===== config.mk =====
export PLATFORM = sky130hd
export DESIGN_NAME = branch_resolve_unit
export DESIGN_NICKNAME = d
export VERILOG_FILES = /design/src/rtl/branch_pkg.sv /design/src/rtl/branch_cond_eval.sv /design/src/rtl/branch_resolve_unit.sv
export SDC_FILE = /design/constraint.sdc
export NUM_CORES = 1
export LEC_CHECK = 0
export CORE_UTILIZATION = 40
export DETAILED_ROUTE_END_ITERATION = 10
export DONT_BUFFER_PORTS = 1
export SETUP_SLACK_MARGIN = 0.3
export SYNTH_ARGS = -nofsm -noshare
export SYNTH_HDL_FRONTEND = slang
export SYNTH_SLANG_ARGS = --single-unit

===== constraint.sdc =====
create_clock -name clk -period 2.1 [get_ports clk]
set_input_delay 0.42 -clock clk [delete_from_list [all_inputs] [get_ports clk]]
set_output_delay 0.42 -clock clk [all_outputs]
set_load 0.05 [all_outputs]

===== src/rtl/branch_pkg.sv =====
// Shared constants for the RV32I branch resolver: default widths and the
// funct3 encodings of the conditional branch instructions.
package branch_pkg;

  localparam int XLEN_DEFAULT    = 32;
  localparam int PC_STEP_DEFAULT = 4;

  localparam logic [2:0] F3_BEQ  = 3'b000;
  localparam logic [2:0] F3_BNE  = 3'b001;
  localparam logic [2:0] F3_BLT  = 3'b100;
  localparam logic [2:0] F3_BGE  = 3'b101;
  localparam logic [2:0] F3_BLTU = 3'b110;
  localparam logic [2:0] F3_BGEU = 3'b111;

endpackage


===== src/rtl/branch_cond_eval.sv =====
// Combinational branch-condition evaluator: turns the registered
// difference and operand signs into taken/illegal for one funct3.
module branch_cond_eval
  import branch_pkg::*;
#(
  parameter int XLEN = XLEN_DEFAULT
) (
  input  logic [XLEN:0] diff,
  input  logic          sign_a,
  input  logic          sign_b,
  input  logic [2:0]    funct3,
  output logic          taken,
  output logic          illegal
);

  localparam int LEAVES = 1 << $clog2(XLEN);

  // Heap-ordered pairwise OR tree keeps the zero detect at log2(XLEN) levels.
  function automatic logic any_set(input logic [LEAVES-1:0] v);
    logic [2*LEAVES-2:0] t;
    t = '0;
    t[LEAVES-1 +: LEAVES] = v;
    for (int i = LEAVES - 2; i >= 0; i--) begin
      t[i] = t[2*i+1] | t[2*i+2];
    end
    return t[0];
  endfunction

  logic eq;
  logic lt;
  logic ltu;

  assign eq  = ~any_set(LEAVES'(diff[XLEN-1:0]));
  assign lt  = (sign_a != sign_b) ? sign_a : diff[XLEN-1];
  assign ltu = diff[XLEN];

  always_comb begin
    taken   = 1'b0;
    illegal = 1'b0;
    case (funct3)
      F3_BEQ:  taken = eq;
      F3_BNE:  taken = ~eq;
      F3_BLT:  taken = lt;
      F3_BGE:  taken = ~lt;
      F3_BLTU: taken = ltu;
      F3_BGEU: taken = ~ltu;
      default: illegal = 1'b1;
    endcase
  end

endmodule


===== src/rtl/branch_resolve_unit.sv =====
// Two-stage pipelined branch resolver with valid/ready on both sides.
// Define BRANCH_RESOLVE_STATS_EN to add branch/taken/mispredict counters.
module branch_resolve_unit
  import branch_pkg::*;
#(
  parameter int XLEN    = XLEN_DEFAULT,
  parameter int PC_STEP = PC_STEP_DEFAULT
) (
  input  logic            clk,
  input  logic            rst_n,
  input  logic            flush,
  input  logic            in_valid,
  output logic            in_ready,
  input  logic [XLEN-1:0] rs1,
  input  logic [XLEN-1:0] rs2,
  input  logic [2:0]      funct3,
  input  logic [XLEN-1:0] pc,
  input  logic [XLEN-1:0] imm,
  input  logic            pred_taken,
  output logic            out_valid,
  input  logic            out_ready,
  output logic            taken,
  output logic [XLEN-1:0] next_pc,
  output logic            mispredict,
`ifdef BRANCH_RESOLVE_STATS_EN
  output logic [31:0]     stat_branches,
  output logic [31:0]     stat_taken,
  output logic [31:0]     stat_mispredict,
`endif
  output logic            illegal
);

  logic            s1_valid;
  logic [XLEN:0]   s1_diff;
  logic            s1_sign_a;
  logic            s1_sign_b;
  logic [XLEN-1:0] s1_target;
  logic [XLEN-1:0] s1_seq;
  logic [2:0]      s1_funct3;
  logic            s1_pred;
  logic            s2_valid;
  logic            s1_adv;
  logic            eval_taken;
  logic            eval_illegal;

  assign s1_adv    = ~s2_valid | out_ready;
  assign in_ready  = ~s1_valid | s1_adv;
  assign out_valid = s2_valid;

  // Flush only kills the valid bits; stale data behind them is harmless.
  always_ff @(posedge clk or negedge rst_n) begin
    if (!rst_n) begin
      s1_valid <= 1'b0;
      s2_valid <= 1'b0;
    end else if (flush) begin
      s1_valid <= 1'b0;
      s2_valid <= 1'b0;
    end else begin
      if (in_ready) s1_valid <= in_valid;
      if (s1_adv)   s2_valid <= s1_valid;
    end
  end

  always_ff @(posedge clk or negedge rst_n) begin
    if (!rst_n) begin
      s1_diff   <= '0;
      s1_sign_a <= 1'b0;
      s1_sign_b <= 1'b0;
      s1_target <= '0;
      s1_seq    <= '0;
      s1_funct3 <= '0;
      s1_pred   <= 1'b0;
    end else if (in_valid && in_ready) begin
      s1_diff   <= {1'b0, rs1} - {1'b0, rs2};
      s1_sign_a <= rs1[XLEN-1];
      s1_sign_b <= rs2[XLEN-1];
      s1_target <= pc + imm;
      s1_seq    <= pc + XLEN'(PC_STEP);
      s1_funct3 <= funct3;
      s1_pred   <= pred_taken;
    end
  end

  branch_cond_eval #(.XLEN(XLEN)) u_cond (
    .diff    (s1_diff),
    .sign_a  (s1_sign_a),
    .sign_b  (s1_sign_b),
    .funct3  (s1_funct3),
    .taken   (eval_taken),
    .illegal (eval_illegal)
  );

  // Illegal entries never report taken, so mispredict collapses to the prediction.
  always_ff @(posedge clk or negedge rst_n) begin
    if (!rst_n) begin
      taken      <= 1'b0;
      next_pc    <= '0;
      mispredict <= 1'b0;
      illegal    <= 1'b0;
    end else if (s1_valid && s1_adv) begin
      taken      <= eval_taken;
      next_pc    <= eval_taken ? s1_target : s1_seq;
      mispredict <= eval_taken ^ s1_pred;
      illegal    <= eval_illegal;
    end
  end

`ifdef BRANCH_RESOLVE_STATS_EN
  logic deliver_legal;
  assign deliver_legal = out_valid & out_ready & ~illegal;

  always_ff @(posedge clk or negedge rst_n) begin
    if (!rst_n) begin
      stat_branches   <= '0;
      stat_taken      <= '0;
      stat_mispredict <= '0;
    end else if (deliver_legal) begin
      stat_branches <= stat_branches + 32'd1;
      if (taken)      stat_taken      <= stat_taken + 32'd1;
      if (mispredict) stat_mispredict <= stat_mispredict + 32'd1;
    end
  end
`endif

endmodule


# Word-level counts from Yosys, hierarchy flattened
# Index checks and enable logic that the tools add are counted.
[word_totals]
ff_bits = 140
wordCells = 75
inputBits = 137
[op_classes]
reduce_logical = 6
muxes = 8
eq_ne = 6
bitwise_logic = 39
addsub = 3
[op_table]
columns = ["op", "count"]
rows = [
  ["bitwise OR 1 bit", 33],
  ["subtractor 32 x 32 -> 33 bit", 1],
  ["adder 32 x 3 -> 32 bit, second input constant", 1],
  ["adder 32 bit", 1],
  ["2-to-1 mux 32 bit", 1],
  ["equality test 3 bit, second input constant", 4],
  ["2-to-1 mux 1 bit", 6],
  ["one-hot mux 1 bit (6 select lines)", 1],
  ["OR reduction 6 bit", 1],
  ["NOT 1 bit", 5],
  ["nonzero test 2 bit", 2],
  ["equality test 3 x 1 -> 1 bit, second input constant", 1],
  ["zero test 3 bit", 1],
  ["logical AND 1 bit", 2],
  ["!= test 1 bit", 1],
  ["bitwise XOR 1 bit", 1],
]

# Logic depth before layout (Yosys ltp)
[logic_depth]
ltp_word = 8
depth_mapped = 11
ltp_nobuf = 11

# By module
# Synthesis repeated with hierarchy kept, for this count alone.
[hier_totals]
hier_cells = 1163
hier_area_um2 = 9718.1
[modules_own_cells]
columns = ["module", "area_per_inst_um2", "seq_area_each_um2", "instances", "cells_per_inst"]
rows = [
  ["branch_resolve_unit", 9590.4, 3503.4, 1, 1144],
  ["branch_cond_eval", 127.6, 0.0, 1, 19],
]

# Worst setup path before layout
# Ideal clock, no wire load.
[synth_path]
kind = "input to register"
from = "input port rs1[0]"
to = "register s1_diff[26]"
t_arrival_ps = 2592
setup_ps = 69
slack_ps = -561
cell_stages = 11
cell_sequence = "inv_1 -> ha_1 -> fa_1 -> nand2b_1 -> a21oi_1 -> o21ai_0 -> o31ai_1 -> a21oi_1 -> o21ba_2 -> or4_1 -> nand3_1"
[synth_via]
elab_chain_cells = 1
[synth_lines]
columns = ["item", "line_no", "text"]
rows = [
  ["start, declared", "branch_resolve_unit.sv:14", "input logic [XLEN-1:0] rs1,"],
  ["subtractor 32 x 32 -> 33 bit", "branch_resolve_unit.sv:74", "s1_diff <= {1'b0, rs1} - {1'b0, rs2};"],
  ["end signal, assigned", "branch_resolve_unit.sv:74", ""],
  ["end, declared", "branch_resolve_unit.sv:34", "logic [XLEN:0] s1_diff;"],
]
# No other way between the ends.
# A chain may end at the register's enable or synchronous reset.

# Worst setup path in the final report
[layout_path]
from = "register s1_diff[7]"
to = "register next_pc[23]"
[layout_via]
elab_chain_cells = 8
[layout_lines]
columns = ["item", "line_no", "text"]
rows = [
  ["bitwise OR 1 bit * (5 in series)", "branch_cond_eval.sv:24", "t[i] = t[2*i+1] | t[2*i+2];"],
  ["NOT 1 bit", "branch_cond_eval.sv:33", "assign eq = ~any_set(LEAVES'(diff[XLEN-1:0]));"],
  ["one-hot mux 1 bit (6 select lines) *", "branch_cond_eval.sv:40", "case (funct3)"],
  ["2-to-1 mux 32 bit *", "branch_resolve_unit.sv:102", "next_pc <= eval_taken ? s1_target : s1_seq;"],
  ["end signal, assigned", "branch_resolve_unit.sv:102", ""],
  ["end, declared", "branch_resolve_unit.sv:23", "output logic [XLEN-1:0] next_pc,"],
]
# Mark *: on every way between the ends. The rest lies on a longest branch, timed or not.

==> results.tsv <==
stage	metric	value	unit
sta	minimum clock period	2260	ps
run	total of max-cap violations	0	
route	drt via density	5.26	
power	Leak	5.69	nW
sta	worst-margin pin slew	533	ps
synthesis	mapped cell area	9410	um^2
final_layout	final net count	1472	
worst_setup_path	type of element launching the critical path	flip-flop	
place	DP HPWL	19300	um
final_layout	fillcell total	2035	
worst_setup_path	Setup crit end kind	flip-flop	
clock_tree	TritonCTS clock tree	built	
synthesis	Mapped Cells	1099	
global_routing	initial antenna violation count	0	
synthesis	ys flop type	dfrtp_1	
route	DR vias	8384	
sta	Layout Skew	7.91	ps
die	Die H	155	um
route	DRC viols	0	
route	1st-pass router iterations	5	
final_layout	area grow syn2layout	38.1	%
sta	unrepaired setup endpoints after global routing	true	
worst_setup_path	crit path cell chain	nor4_2 -> nand4_1 -> nor2_2 -> xnor2_1 -> o31ai_4 -> buf_12 -> buf_12 -> mux2i_2 -> a21oi_1	
synthesis	Yosys reg bits	140	
worst_setup_path	crit path max-delay cell type	dfrtp_1	
worst_setup_path	RR Startpoint	s1_diff[7]	
synthesis	synth warn	0	
worst_setup_path	max incr delay on CP	390	ps
synthesis	Mapped Nets	1302	
die	num rows	55	
route	Iter 0 DRT Violations	481	
sta	Rel. slew slack	64.5	%
clock_tree	H-tree levels	4	
synthesis	area leader, netlist	dfrtp_1	
place	Post-Place Worst Slack	-610	ps
global_routing	pin count of the biggest net entering global routing	141	
die	die width	155	um
final_layout	share of cells above drive strength 1	29.7	%
clock_tree	Reg clk slew, reported paths	60	ps
global_routing	grt total ovfl	0	
worst_setup_path	worst reg-to-reg setup slack	-160	ps
worst_setup_path	Arrival @ worst endpoint	2560	ps
sta	final setup margin	-158	ps
clock_tree	root buffer selected by CTS	clkbuf_16	
final_layout	most frequent cells in the layout	buf_4 (170), nand2_1 (157), dfrtp_1 (139)	
sta	Max Freq	443	MHz
sta	Tcrit/Tclk final	108	%
clock_tree	Num CTS Buffers	17	
die	area of the core	22800	um^2
die	starting density of the core	41.2	%
synthesis	area fraction of the dominant cell type after synthesis	37.2	%
global_routing	first-pass GRT wire length	42000	um
place	port bufs	0	
synthesis	Yosys cell types	64	
power	Pwr Density	776	nW/um^2
synthesis	post-synthesis sequential area ratio	37.2	%
worst_setup_path	Crit Reg-Reg Endpoint	next_pc[23]	
worst_hold_path	hold crit path type	in2async	
synthesis	number of synthesized flops with an enable pin	0	
worst_setup_path	r2r worst-path depth	9	
sta	final hold vios	140	
synthesis	Avg Synthesized Cell Area	8.56	um^2
final_layout	most common cell after layout, fill and taps aside	buf_4	
global_routing	vias in the first global route	8268	
worst_setup_path	critical path peak fanout	8	
final_layout	diode count	0	
route	Post-DRT Antenna Nets	0	
worst_setup_path	critical path type	reg2reg	
worst_setup_path	Most common cell on crit path	buf_12	
clock_tree	CTS max path bufs	2	
sta	setup violators final	34	
worst_setup_path	WP data required	2400	ps
run_status	status	finished, violations left	
place	Final Wtd Congestion	0.899	
clock_tree	Skew-Pair Late Insertion Delay	430	ps
route	Routed WL	25900	um
sta	hold_ws	-311	ps
global_routing	GRT Total Usage	21.9	%
power	VDD IR max	0.522	mV
die	DIE AREA	24100	um^2
synthesis	dominant cells by area after synthesis	dfrtp_1 (37%), ha_1 (8.5%), nand2_1 (6.4%), o21ai_0 (5.5%), a21oi_1 (5.0%)	
run_status	violated checks	hold timing, setup timing	
route	wire per inst	16.3	um
die	IO Pins	174	
sta	Slew Viols, Final	0	
synthesis	async set or reset register ratio after synthesis	100	%
clock_tree	Num Clock Sinks	140	
-- worst max-delay path: cells and delay by family (launching register included) --
kind,cells,cell delay (ps)
simple gates,3,690
compound gates,2,350
flops,1,390
mux,1,230
buf+inv,2,330
xor+xnor,1,110
-- sequential cells by signal (all words and copies together), names as in the netlist --
| signal | cells |
|---|---|
| s1_pred | 1 |
| s1_target | 32 |
| s1_sign_b | 1 |
| next_pc | 32 |
| s1_diff | 33 |
| s1_sign_a | 1 |
| s1_valid | 1 |
| mispredict | 1 |
| s1_funct3 | 3 |
| taken | 1 |
| out_valid | 1 |
| s1_seq | 32 |
| illegal | 1 |
-- worst max path at each step --
| stage | startpoint | endpoint | slack [ps] | cells past startpoint |
|---|---|---|---|---|
| detailed placement | pc[0] | s1_target[30] | -610 | 10 |
| global route | s1_diff[2] | next_pc[0] | -320 | 10 |
| CTS | s1_diff[7] | next_pc[9] | -200 | 10 |
| finish | s1_diff[7] | next_pc[23] | -160 | 9 |
| global placement | pc[0] | s1_target[30] | -580 | 10 |
| floorplan | rs1[0] | s1_diff[28] | -330 | 11 |
-- what timing repair did --
action                                 4_1_cts  5_1_grt
gates cloned                                 1        0
buffers inserted                             9       14
setup endpoints to repair                   87       94
resized for setup                           93       81
pin swaps                                   55       49
endpoints found under the hold margin      140      140
-- cell usage after synthesis, types with 3 or more instances --
| library cell | number |
|---|---|
| and2_1 | 3 |
| ha_1 | 64 |
| a21o_1 | 37 |
| xnor2_1 | 41 |
| nor2b_1 | 7 |
| nand2b_1 | 10 |
| inv_1 | 47 |
| nor4_1 | 9 |
| o21ai_1 | 10 |
| o21ai_0 | 103 |
| dfrtp_1 | 140 |
| and3_1 | 17 |
| a21oi_1 | 94 |
| nand2_1 | 161 |
| buf_4 | 3 |
| nand4_1 | 17 |
| o21a_1 | 5 |
| or3_1 | 4 |
| clkbuf_1 | 41 |
| nor3_1 | 7 |
| o31ai_1 | 10 |
| nor2_1 | 72 |
| a31oi_1 | 9 |
| and4_1 | 4 |
| o21bai_1 | 9 |
| xor2_1 | 43 |
| a211oi_1 | 12 |
| nand3_1 | 29 |
| o211ai_1 | 7 |
| or4_1 | 3 |
| mux2i_1 | 34 |
-- cell families after synthesis --
| kind of cell | after synthesis | share of synthesized area (%) |
|---|---|---|
| AND/OR/NAND/NOR | 348 | 16.7 |
| AO/OA/AOI/OAI | 326 | 21.2 |
| flip-flops | 140 | 37.2 |
| buffers and inverters | 98 | 4.16 |
| XOR/XNOR | 84 | 7.82 |
| adder cells (fa/ha/maj) | 67 | 9.04 |
| multiplexers | 36 | 3.85 |
-- report_power, final --
part	total (mW)	internal, mW	switching, mW	leakage, nW
logic	2.95	1.55	1.40	3.75
clock network	3.05	1.88	1.17	0.281
registers	4.09	3.17	0.918	1.67
-- metrics by stage --
step / total power, mW / cell area, um^2 / TNS, ps / cells / utilization [%]
2_1_floorplan: 5.74 / 9870 / -3880 / 1099 / -
3_3_place_gp: 6.59 / 11400 / -19530 / 1539 / 49.9
3_5_place_dp: 6.64 / 11400 / -20970 / 1539 / 49.9
4_1_cts: 9.93 / 12500 / -4180 / 1579 / 54.7
5_1_grt: 10.6 / 13000 / -8690 / 1593 / 56.9
6_report: 10.1 / 13000 / -2570 / 1593 / 56.9
-- cell type report --
cell class	instances	area (um^2)	area share, %
multi-input combinational	861	6560	50.4
sequential	140	3500	27.0
timing repair buffer	202	1710	13.1
clock buffer	19	443	3.41
tap	313	392	3.01
inverter	47	258	1.98
clock inverter	11	145	1.12
-- per-layer routing --
metal  share of wire [%]  global-route usage, %  vias to the layer above
met5                   0                      0                        -
met4                 1.6                   5.79                        0
met3                 6.4                   6.24                       32
met2                  48                   36.3                      199
met1                  44                   27.9                     3923
li1                    -                      -                     4230
No activity file was read; power rests on OpenSTA's default activity.
